[config.mk]
export PLATFORM = sky130hd
export DESIGN_NAME = gmii_tx_arbiter_hcp
export DESIGN_NICKNAME = d
export VERILOG_FILES = /design/src/rtl/gmii_tx_arbiter_hcp.sv
export SDC_FILE = /design/constraint.sdc
export NUM_CORES = 1
export LEC_CHECK = 0
export BUFFER_PORTS_ARGS = -buffer_cell sky130_fd_sc_hd__buf_2
export CAP_MARGIN = 10
export CORE_ASPECT_RATIO = 1.5
export CORE_UTILIZATION = 28
export DETAILED_ROUTE_END_ITERATION = 10
export PLACE_DENSITY_LB_ADDON = 0.05
export SLEW_MARGIN = 20
export SYNTH_ARGS = -nofsm -noshare
export SYNTH_HDL_FRONTEND = slang
export SYNTH_SLANG_ARGS = --single-unit
export TNS_END_PERCENT = 20
[constraint.sdc]
create_clock -name clk -period 4 [get_ports clk]
set_input_delay 0.6 -clock clk [delete_from_list [all_inputs] [get_ports clk]]
set_output_delay 0.6 -clock clk [all_outputs]
set_load 0.005 [all_outputs]
[src/rtl/gmii_tx_arbiter_hcp.sv]
// gmii_tx_arbiter_hcp: two-requester GMII transmit arbiter for the HCP adapter.
// Grants one of two frame sources (port 0 = TSN chip egress, port 1 = mgmt/PTP
// injector), forwards the granted stream with one registered stage, and enforces
// start timeout, maximum frame length and inter-frame gap.
//
// Ports:
//   clk, rst                      GMII tx clock, synchronous active-high reset
//   req0/gnt0, gmii_*0            port 0 request/grant and GMII input
//   req1/gnt1, gmii_*1            port 1 request/grant and GMII input
//   gmii_tx_en/er/txd             arbitrated GMII output (registered)
//   frm_cnt0/1                    completed frames per port, saturating
//   err_cnt                       start timeouts plus truncations, saturating
module gmii_tx_arbiter_hcp #(
    parameter int unsigned IFG_CYCLES    = 12,
    parameter int unsigned START_TIMEOUT = 16,
    parameter int unsigned MAX_BEATS     = 1530
) (
    input  logic        clk,
    input  logic        rst,
    input  logic        req0,
    output logic        gnt0,
    input  logic        gmii_dv0,
    input  logic        gmii_er0,
    input  logic [7:0]  gmii_data0,
    input  logic        req1,
    output logic        gnt1,
    input  logic        gmii_dv1,
    input  logic        gmii_er1,
    input  logic [7:0]  gmii_data1,
    output logic        gmii_tx_en,
    output logic        gmii_tx_er,
    output logic [7:0]  gmii_txd,
    output logic [15:0] frm_cnt0,
    output logic [15:0] frm_cnt1,
    output logic [15:0] err_cnt
);

    localparam int unsigned BEAT_W = $clog2(MAX_BEATS + 1);
    localparam int unsigned WAIT_W = $clog2(START_TIMEOUT + 1);
    localparam int unsigned IFG_W  = $clog2(IFG_CYCLES + 1);

    typedef enum logic [2:0] {
        IDLE,
        GRANT_WAIT,
        XMIT,
        DRAIN,
        IFG
    } state_t;

    state_t              state;
    logic                sel;   // currently granted port
    logic                ptr;   // port favoured on a simultaneous request
    logic [BEAT_W-1:0]   beat_cnt;
    logic [WAIT_W-1:0]   wait_cnt;
    logic [IFG_W-1:0]    ifg_cnt;

    // Granted port's inputs; the other port is never looked at.
    logic       sel_req;
    logic       sel_dv;
    logic       sel_er;
    logic [7:0] sel_data;

    assign sel_req  = sel ? req1       : req0;
    assign sel_dv   = sel ? gmii_dv1   : gmii_dv0;
    assign sel_er   = sel ? gmii_er1   : gmii_er0;
    assign sel_data = sel ? gmii_data1 : gmii_data0;

    function automatic logic [15:0] sat_inc(input logic [15:0] v);
        return (v == 16'hFFFF) ? v : v + 16'd1;
    endfunction

    // Arbitration FSM with registered grant, datapath and counters.
    always_ff @(posedge clk) begin
        if (rst) begin
            state      <= IDLE;
            sel        <= 1'b0;
            ptr        <= 1'b0;
            beat_cnt   <= '0;
            wait_cnt   <= '0;
            ifg_cnt    <= '0;
            gnt0       <= 1'b0;
            gnt1       <= 1'b0;
            gmii_tx_en <= 1'b0;
            gmii_tx_er <= 1'b0;
            gmii_txd   <= 8'd0;
            frm_cnt0   <= 16'd0;
            frm_cnt1   <= 16'd0;
            err_cnt    <= 16'd0;
        end else begin
            // Output idles unless a beat is forwarded below.
            gmii_tx_en <= 1'b0;
            gmii_tx_er <= 1'b0;
            gmii_txd   <= 8'd0;

            case (state)
                IDLE: begin
                    if (req0 || req1) begin
                        if (req0 && req1) begin
                            sel  <= ptr;
                            gnt0 <= ~ptr;
                            gnt1 <= ptr;
                            ptr  <= ~ptr;
                        end else begin
                            sel  <= req1;
                            gnt0 <= req0;
                            gnt1 <= req1;
                        end
                        wait_cnt <= '0;
                        state    <= GRANT_WAIT;
                    end
                end

                GRANT_WAIT: begin
                    if (sel_dv) begin
                        gmii_tx_en <= 1'b1;
                        gmii_tx_er <= sel_er;
                        gmii_txd   <= sel_data;
                        beat_cnt   <= BEAT_W'(1);
                        state      <= XMIT;
                    end else if (!sel_req) begin
                        gnt0  <= 1'b0;
                        gnt1  <= 1'b0;
                        state <= IDLE;
                    end else if (wait_cnt == WAIT_W'(START_TIMEOUT - 1)) begin
                        // Stalled requester: release and let the other side go first.
                        gnt0    <= 1'b0;
                        gnt1    <= 1'b0;
                        err_cnt <= sat_inc(err_cnt);
                        ptr     <= ~sel;
                        state   <= IDLE;
                    end else begin
                        wait_cnt <= wait_cnt + WAIT_W'(1);
                    end
                end

                XMIT: begin
                    if (sel_dv) begin
                        gmii_tx_en <= 1'b1;
                        gmii_txd   <= sel_data;
                        if (beat_cnt == BEAT_W'(MAX_BEATS - 1)) begin
                            // Oversize frame: poison the last beat so downstream drops it.
                            gmii_tx_er <= 1'b1;
                            err_cnt    <= sat_inc(err_cnt);
                            state      <= DRAIN;
                        end else begin
                            gmii_tx_er <= sel_er;
                            beat_cnt   <= beat_cnt + BEAT_W'(1);
                        end
                    end else begin
                        gnt0    <= 1'b0;
                        gnt1    <= 1'b0;
                        ifg_cnt <= '0;
                        state   <= IFG;
                        if (sel) frm_cnt1 <= sat_inc(frm_cnt1);
                        else     frm_cnt0 <= sat_inc(frm_cnt0);
                    end
                end

                DRAIN: begin
                    // Swallow the rest of the oversize frame, keeping the grant.
                    if (!sel_dv) begin
                        gnt0    <= 1'b0;
                        gnt1    <= 1'b0;
                        ifg_cnt <= '0;
                        state   <= IFG;
                    end
                end

                IFG: begin
                    if (ifg_cnt == IFG_W'(IFG_CYCLES - 1)) begin
                        state <= IDLE;
                    end else begin
                        ifg_cnt <= ifg_cnt + IFG_W'(1);
                    end
                end

                default: begin
                    gnt0  <= 1'b0;
                    gnt1  <= 1'b0;
                    state <= IDLE;
                end
            endcase
        end
    end

endmodule

==> reports/metrics.cfg, run 1 <==
[outcome]
outcome = complete, no violations

[yosys]
syn-cell-area_um2 = 4210
synth_top_cell_area_share_pct = 40.4
synthTopCellsByArea = dfxtp_1, nor2_1, xnor2_1
syn_avg_cell_area_um2 = 8.70
syn-num-nets = 516
async_flop_share_pct = 0
ys_types = 64
yosysWarnings = 0
synth_edf_count = 0
syn_inst = 484
synth_seq_area_share_pct = 40.4
synth_top_area_cell = dfxtp_1
synth_seq_cells = 85
synth_top_flop_cell = dfxtp_1

[timing]
skew_ps = 6.11
setup_viol = 0
fin_crit_ps = 2620
drv_slew = 0
min_period_over_period_pct = 65.5
hold_viol = 0
fmaxAchievable_mhz = 382
timing.slew.headroom_pct = 39.8
rsz0062_at_grt = no
timing.setup.tns_ps = 0
holdWs_ps = 459
worst_pin_slew_ps = 901

[placement]
place_congestion = 0.732
io_buffers = 83
dpl.hpwl_um = 7520

[critical_path]
crit_slowest_cell = dfxtp_1
worstPathCellList = and3b_1 > o211ai_2 > a22o_1 > nor4_1 > mux2_2
cp-start-kind = register
rr_worst_depth = 5
r2r_start = sel
required_ps = 4220
crit_path_max_incr_delay_ps = 910
cp-end-kind = register
crit_type = reg2reg
rrSetupSlack_ps = 1380
worst_r2r_endpoint = err_cnt[15]
cp_max_fo = 18
critical_path_arrival_ps = 2840

[routing]
drc = 0
ant_nets = 0
routedWlPerCell_um = 13.6
vias_per_cell = 4.87
routed_wl_um = 10300
firstDrtPassIters = 4
vias = 3694
drtIter0Drc = 169

[die]
rows = 54
initial_core_util_pct = 28.8
num_io_pins = 84
die_area_um2 = 15500
fp.dieH_um = 152
die_w_um = 102
fp.coreArea_um2 = 14600

[cts]
tritoncts = yes
clock-sinks = 85
post_cts_resized = 0
cts_buffers = 9
cts_hold_buf = 0
clock_path_buffers = 2
clk_latency_ps = 340
clockRootBuffer = clkbuf_16
cts_setup_buffers = 0
htree_levels = 3
path_clk_slew_ps = 70

[min_path]
holdPathStages = 2
whs_endpoint = gnt1
min-delay-start = gnt1
hold_class = reg2reg

[global_route]
grt_pass1_vias = 3504
grt_pass1_wl_um = 17100
grtUsageTotal_pct = 13.8
grt_overflow = 0
antenna_found_initial = 0
grt_max_degree = 39

[power]
finalPower_uw = 2030
power.density_nw_per_um2 = 396
p_leak_uw = 0.00197
ir_drop_mv = 0.167

[finish]
final_nets = 590
antenna_cells = 0
seq_area_um2 = 1700
area_growth_pct = 21.9
final_layout_size_suffix_gt1_share_pct = 22.2
nFillCells = 1577
multi_input_area_um2 = 2350

[run]
cap_violations = 0

==> cells by family after synthesis <==
group | after synthesis | share of synthesized area [%]
AO/OA/AOI/OAI | 84 | 12.8
XOR/XNOR | 34 | 7.07
adder cells (fa/ha/maj) | 8 | 2.38
buffers and inverters | 36 | 3.80
flip-flops | 85 | 40.4
multiplexers | 21 | 5.20
AND/OR/NAND/NOR | 216 | 28.3
==> power breakdown <==
part / leakage, µW / total, µW / switching [µW] / internal [µW]
clock network: 0.000166 / 970 / 356 / 614
registers: 0.000687 / 897 / 28.8 / 868
logic: 0.00112 / 163 / 95.9 / 67.5
==> worst max-delay path by stage <==
stage                         from     endpoint  slack [ps]
after detailed placement       sel  err_cnt[11]        1350
final                          sel  err_cnt[15]        1380
after global placement         sel  err_cnt[11]        1440
after global routing           sel  beat_cnt[9]        1160
after floorplan           gmii_dv0  err_cnt[11]        2000
after CTS                      sel  err_cnt[11]        1330
==> layout by cell type, fill, tap and decap left out, drive strengths merged, types with 9 or more instances in the layout <==
| cell type | instances |
|---|---|
| a21oi | 32 |
| buf | 85 |
| clkbuf | 9 |
| dfxtp | 85 |
| inv | 14 |
| mux2i | 14 |
| nand2 | 24 |
| nand3 | 25 |
| nand4 | 20 |
| nor2 | 65 |
| nor2b | 9 |
| nor4 | 9 |
| o21ai | 17 |
| or3 | 11 |
| xnor2 | 22 |
| xor2 | 12 |
==> per-stage QoR <==
step,worst slack (ps),cell area (µm²),cells,utilization [%]
final,1380,5130,759,35.2
after global routing,1160,5130,759,35.2
after CTS,1330,5130,759,35.2
after detailed placement,1350,4780,743,32.8
after global placement,1440,4780,743,32.8
after floorplan,2000,4210,484,-
==> layout make-up <==
type | count | area share, %
clock buffers | 9 | 4.39
inverters | 14 | 1.02
clock inverters | 7 | 2.41
repair buffers | 85 | 8.39
multi-input cells | 363 | 45.9
well taps | 196 | 4.78
flip-flops and latches | 85 | 33.2
==> routing by layer <==
layer / global-route usage [%] / up-vias / wire length (µm)
met5: 0 / - / 0
met2: 25.3 / 91 / 5260
li1: - / 1896 / -
met4: 4.83 / 0 / 142
met3: 2.71 / 13 / 468
met1: 15.4 / 1694 / 4440
==> state kept, by name (all words and copies together), names as in the netlist <==
signal and flops:
err_cnt 16, gmii_tx_en 1, gmii_txd 8, gmii_tx_er 1
ptr 1, beat_cnt 11, frm_cnt0 16, frm_cnt1 16
wait_cnt 5, gnt1 1, state 3, ifg_cnt 4
gnt0 1, sel 1
==> critical path: cells and delay by family, from the launching register on <==
family          cells  cell delay [ps]
flops               1              910
simple gates        2              660
compound gates      2              580
mux                 1              360
==> synthesized netlist by cell type (4+ instances only) <==
cell type  number
dfxtp_1        85
nor2_1         65
a21oi_1        32
nand2_1        24
nand3_1        24
xnor2_1        22
nand4_1        19
o21ai_0        16
clkbuf_1       15
inv_1          14
mux2i_1        14
xor2_1         12
or3_1          11
nor2b_1         9
and4_1          8
ha_1            8
nand2b_1        8
nor3_1          8
nor4_1          7
mux2_2          6
a211oi_1        5
and3_1          5
o31ai_1         4
or4_1           4
(Power assumes the default switching activity.)
==> inputs of run 2 (changes only) <==
Clock period 4 ns to 2.66 ns, I/O delays scaled along.
==> reports/metrics.cfg, run 2 (same netlist as run 1, synthesis figures left out) <==
[timing]
setup_viol = 0  ; unchanged
worst_pin_slew_ps = 874  ; was 901 ps
skew_ps = 6.18  ; was 6.11 ps
min_period_over_period_pct = 87.7  ; was 65.5%
rsz0062_at_grt = no  ; unchanged
fin_ws_ps = 328  ; was 1380 ps
hold_viol = 0  ; unchanged
drv_slew = 0  ; unchanged
fin_crit_ps = 2330  ; was 2620 ps
timing.slew.headroom_pct = 41.7  ; was 39.8%
timing.setup.tns_ps = 0  ; unchanged
fmaxAchievable_mhz = 429  ; was 382 MHz

[critical_path]
rr_worst_depth = 6  ; was 5
cp_max_fo = 17  ; was 18
cp-end-kind = register  ; unchanged
required_ps = 2890  ; was 4220 ps
worst_r2r_endpoint = err_cnt[15]  ; unchanged
worstPathCellList = ha_1 > and4bb_2 > nand4_2 > a22o_1 > nor4_1 > mux2_2  ; was and3b_1 > o211ai_2 > a22o_1 > nor4_1 > mux2_2
crit_slowest_cell = a22o_1  ; was dfxtp_1
cp-endpoint = err_cnt[15]  ; unchanged
r2r_start = beat_cnt[0]  ; was sel
cp_num_buf_inv = 0  ; unchanged
cp.depth = 6  ; was 5
crit_type = reg2reg  ; unchanged
crit_path_max_incr_delay_ps = 490  ; was 910 ps
rrSetupSlack_ps = 330  ; was 1380 ps
critical_path_arrival_ps = 2560  ; was 2840 ps
setup.worst_path.start = beat_cnt[0]  ; was sel
cp-start-kind = register  ; unchanged
path_delay_family = simple AND/OR/NAND/NOR gates  ; was flip-flops

[routing]
vias = 3730  ; was 3694
routedWlPerCell_um = 14.0  ; was 13.6 µm
drtIter0Drc = 66  ; was 169
firstDrtPassIters = 4  ; unchanged
ant_nets = 0  ; unchanged
vias_per_cell = 4.86  ; was 4.87
routed_wl_um = 10800  ; was 10300 µm
drc = 0  ; unchanged

[die]
fp.dieH_um = 152  ; unchanged
die_w_um = 102  ; unchanged
fp.coreArea_um2 = 14600  ; unchanged
rows = 54  ; unchanged
initial_core_util_pct = 28.8  ; unchanged
num_io_pins = 84  ; unchanged
die_area_um2 = 15500  ; unchanged

[global_route]
grt_pass1_vias = 3543  ; was 3504
grtUsageTotal_pct = 14.3  ; was 13.8%
antenna_found_initial = 0  ; unchanged
grt_max_degree = 47  ; was 39
grt_busiest_layer = met2  ; unchanged
grtUsageMet2_pct = 26.2  ; was 25.3%
met1_usage_pct = 15.4  ; about the same
grtUsageMet3_pct = 3.35  ; was 2.71%
grt_overflow = 0  ; unchanged
grt_pass1_wl_um = 17400  ; was 17100 µm

[placement]
dpl.hpwl_um = 8010  ; was 7520 µm
pre_cts_ws_ps = 331  ; was 1350 ps
place_congestion = 0.770  ; was 0.732
io_buffers = 83  ; unchanged
placed_area_um2 = 4850  ; was 4780 µm²

[finish]
multi_input_area_um2 = 2350  ; unchanged
design_area_um2 = 5160  ; was 5130 µm²
final_cell_mix = dfxtp_1, buf_2, nor2_1  ; unchanged
area_growth_pct = 22.6  ; was 21.9%
layout_commonest_cell = dfxtp_1  ; unchanged
nFillCells = 1591  ; was 1577
top_regs = err_cnt x16, frm_cnt0 x16, frm_cnt1 x16  ; unchanged
final_nets = 599  ; was 590
final_layout_size_suffix_gt1_share_pct = 22.9  ; was 22.2%
antenna_cells = 0  ; unchanged
seq_area_um2 = 1700  ; unchanged

[cts]
htree_levels = 3  ; unchanged
path_clk_slew_ps = 60  ; was 70 ps
post_cts_resized = 0  ; unchanged
clock_path_buffers = 2  ; unchanged
tritoncts = yes  ; unchanged
cts_buffers = 9  ; unchanged
clockRootBuffer = clkbuf_16  ; unchanged
cts_setup_buffers = 0  ; unchanged
cts_hold_buf = 0  ; unchanged
clk_latency_ps = 340  ; about the same
clock-sinks = 85  ; unchanged

[run]
cap_violations = 0  ; unchanged

[min_path]
hold_class = in2reg  ; was reg2reg
holdPathStages = 3  ; was 2

[power]
power.density_nw_per_um2 = 570  ; was 396 nW/µm²
p_leak_uw = 0.00200  ; was 0.00197 µW
ir_drop_mv = 0.271  ; was 0.167 mV

[outcome]
outcome = complete, no violations  ; unchanged

[run 2: cell count changes in the layout (fill, tap and decap cells not counted), sizes merged]
cell	before	now
clkbuf	9	12
clkinv	3	1
bufinv	3	2
buf	85	94
[run 2: how the worst min path moves through the flow]
stage / slack (ps) / end / from
detailed placement: 460 / gnt1 / gnt1
finish: 300 / gmii_txd[0] / gmii_data0[0]
global route: 290 / gmii_txd[5] / gmii_data0[5]
global placement: 440 / gnt1 / gnt1
CTS: 280 / gmii_txd[5] / gmii_data0[5]
floorplan: 450 / ifg_cnt[1] / ifg_cnt[1]
[run 2: through the flow]
step	hold WS (ps)	total power, µW	util [%]	instances
after floorplan	449	1550	-	484
after global placement	444	1640	33.2	752
after detailed placement	459	1640	33.2	752
final	296	2940	35.4	768
after global routing	288	3090	35.4	768
after CTS	284	3000	35.4	768
[run 2: report_power, final]
part / internal (µW) / switching, µW
Combinational: 112 / 157
Sequential: 1310 / 36.0
Clock: 823 / 508
[run 2: tightest hold or removal path: cells and delay by family]
family / cells / cell delay (ps)
mux: 1 / 50
buf+inv: 1 / 70
simple gates: 1 / 70
[run 2: final cells by class]
| class | count | area share [%] |
|---|---|---|
| well taps | 196 | 4.75 |
| clock buffers | 12 | 4.58 |
| clock inverters | 4 | 1.41 |
| flip-flops and latches | 85 | 33.0 |
| repair buffers | 94 | 9.65 |
| inverters | 14 | 1.02 |
| multi-input cells | 363 | 45.6 |
[run 2: layer usage]
metal  up-vias  wire, µm
li1       1912         -
met1      1734      4570
met2        77      5560
met3         7       477
met4         0       164
met5         -         0
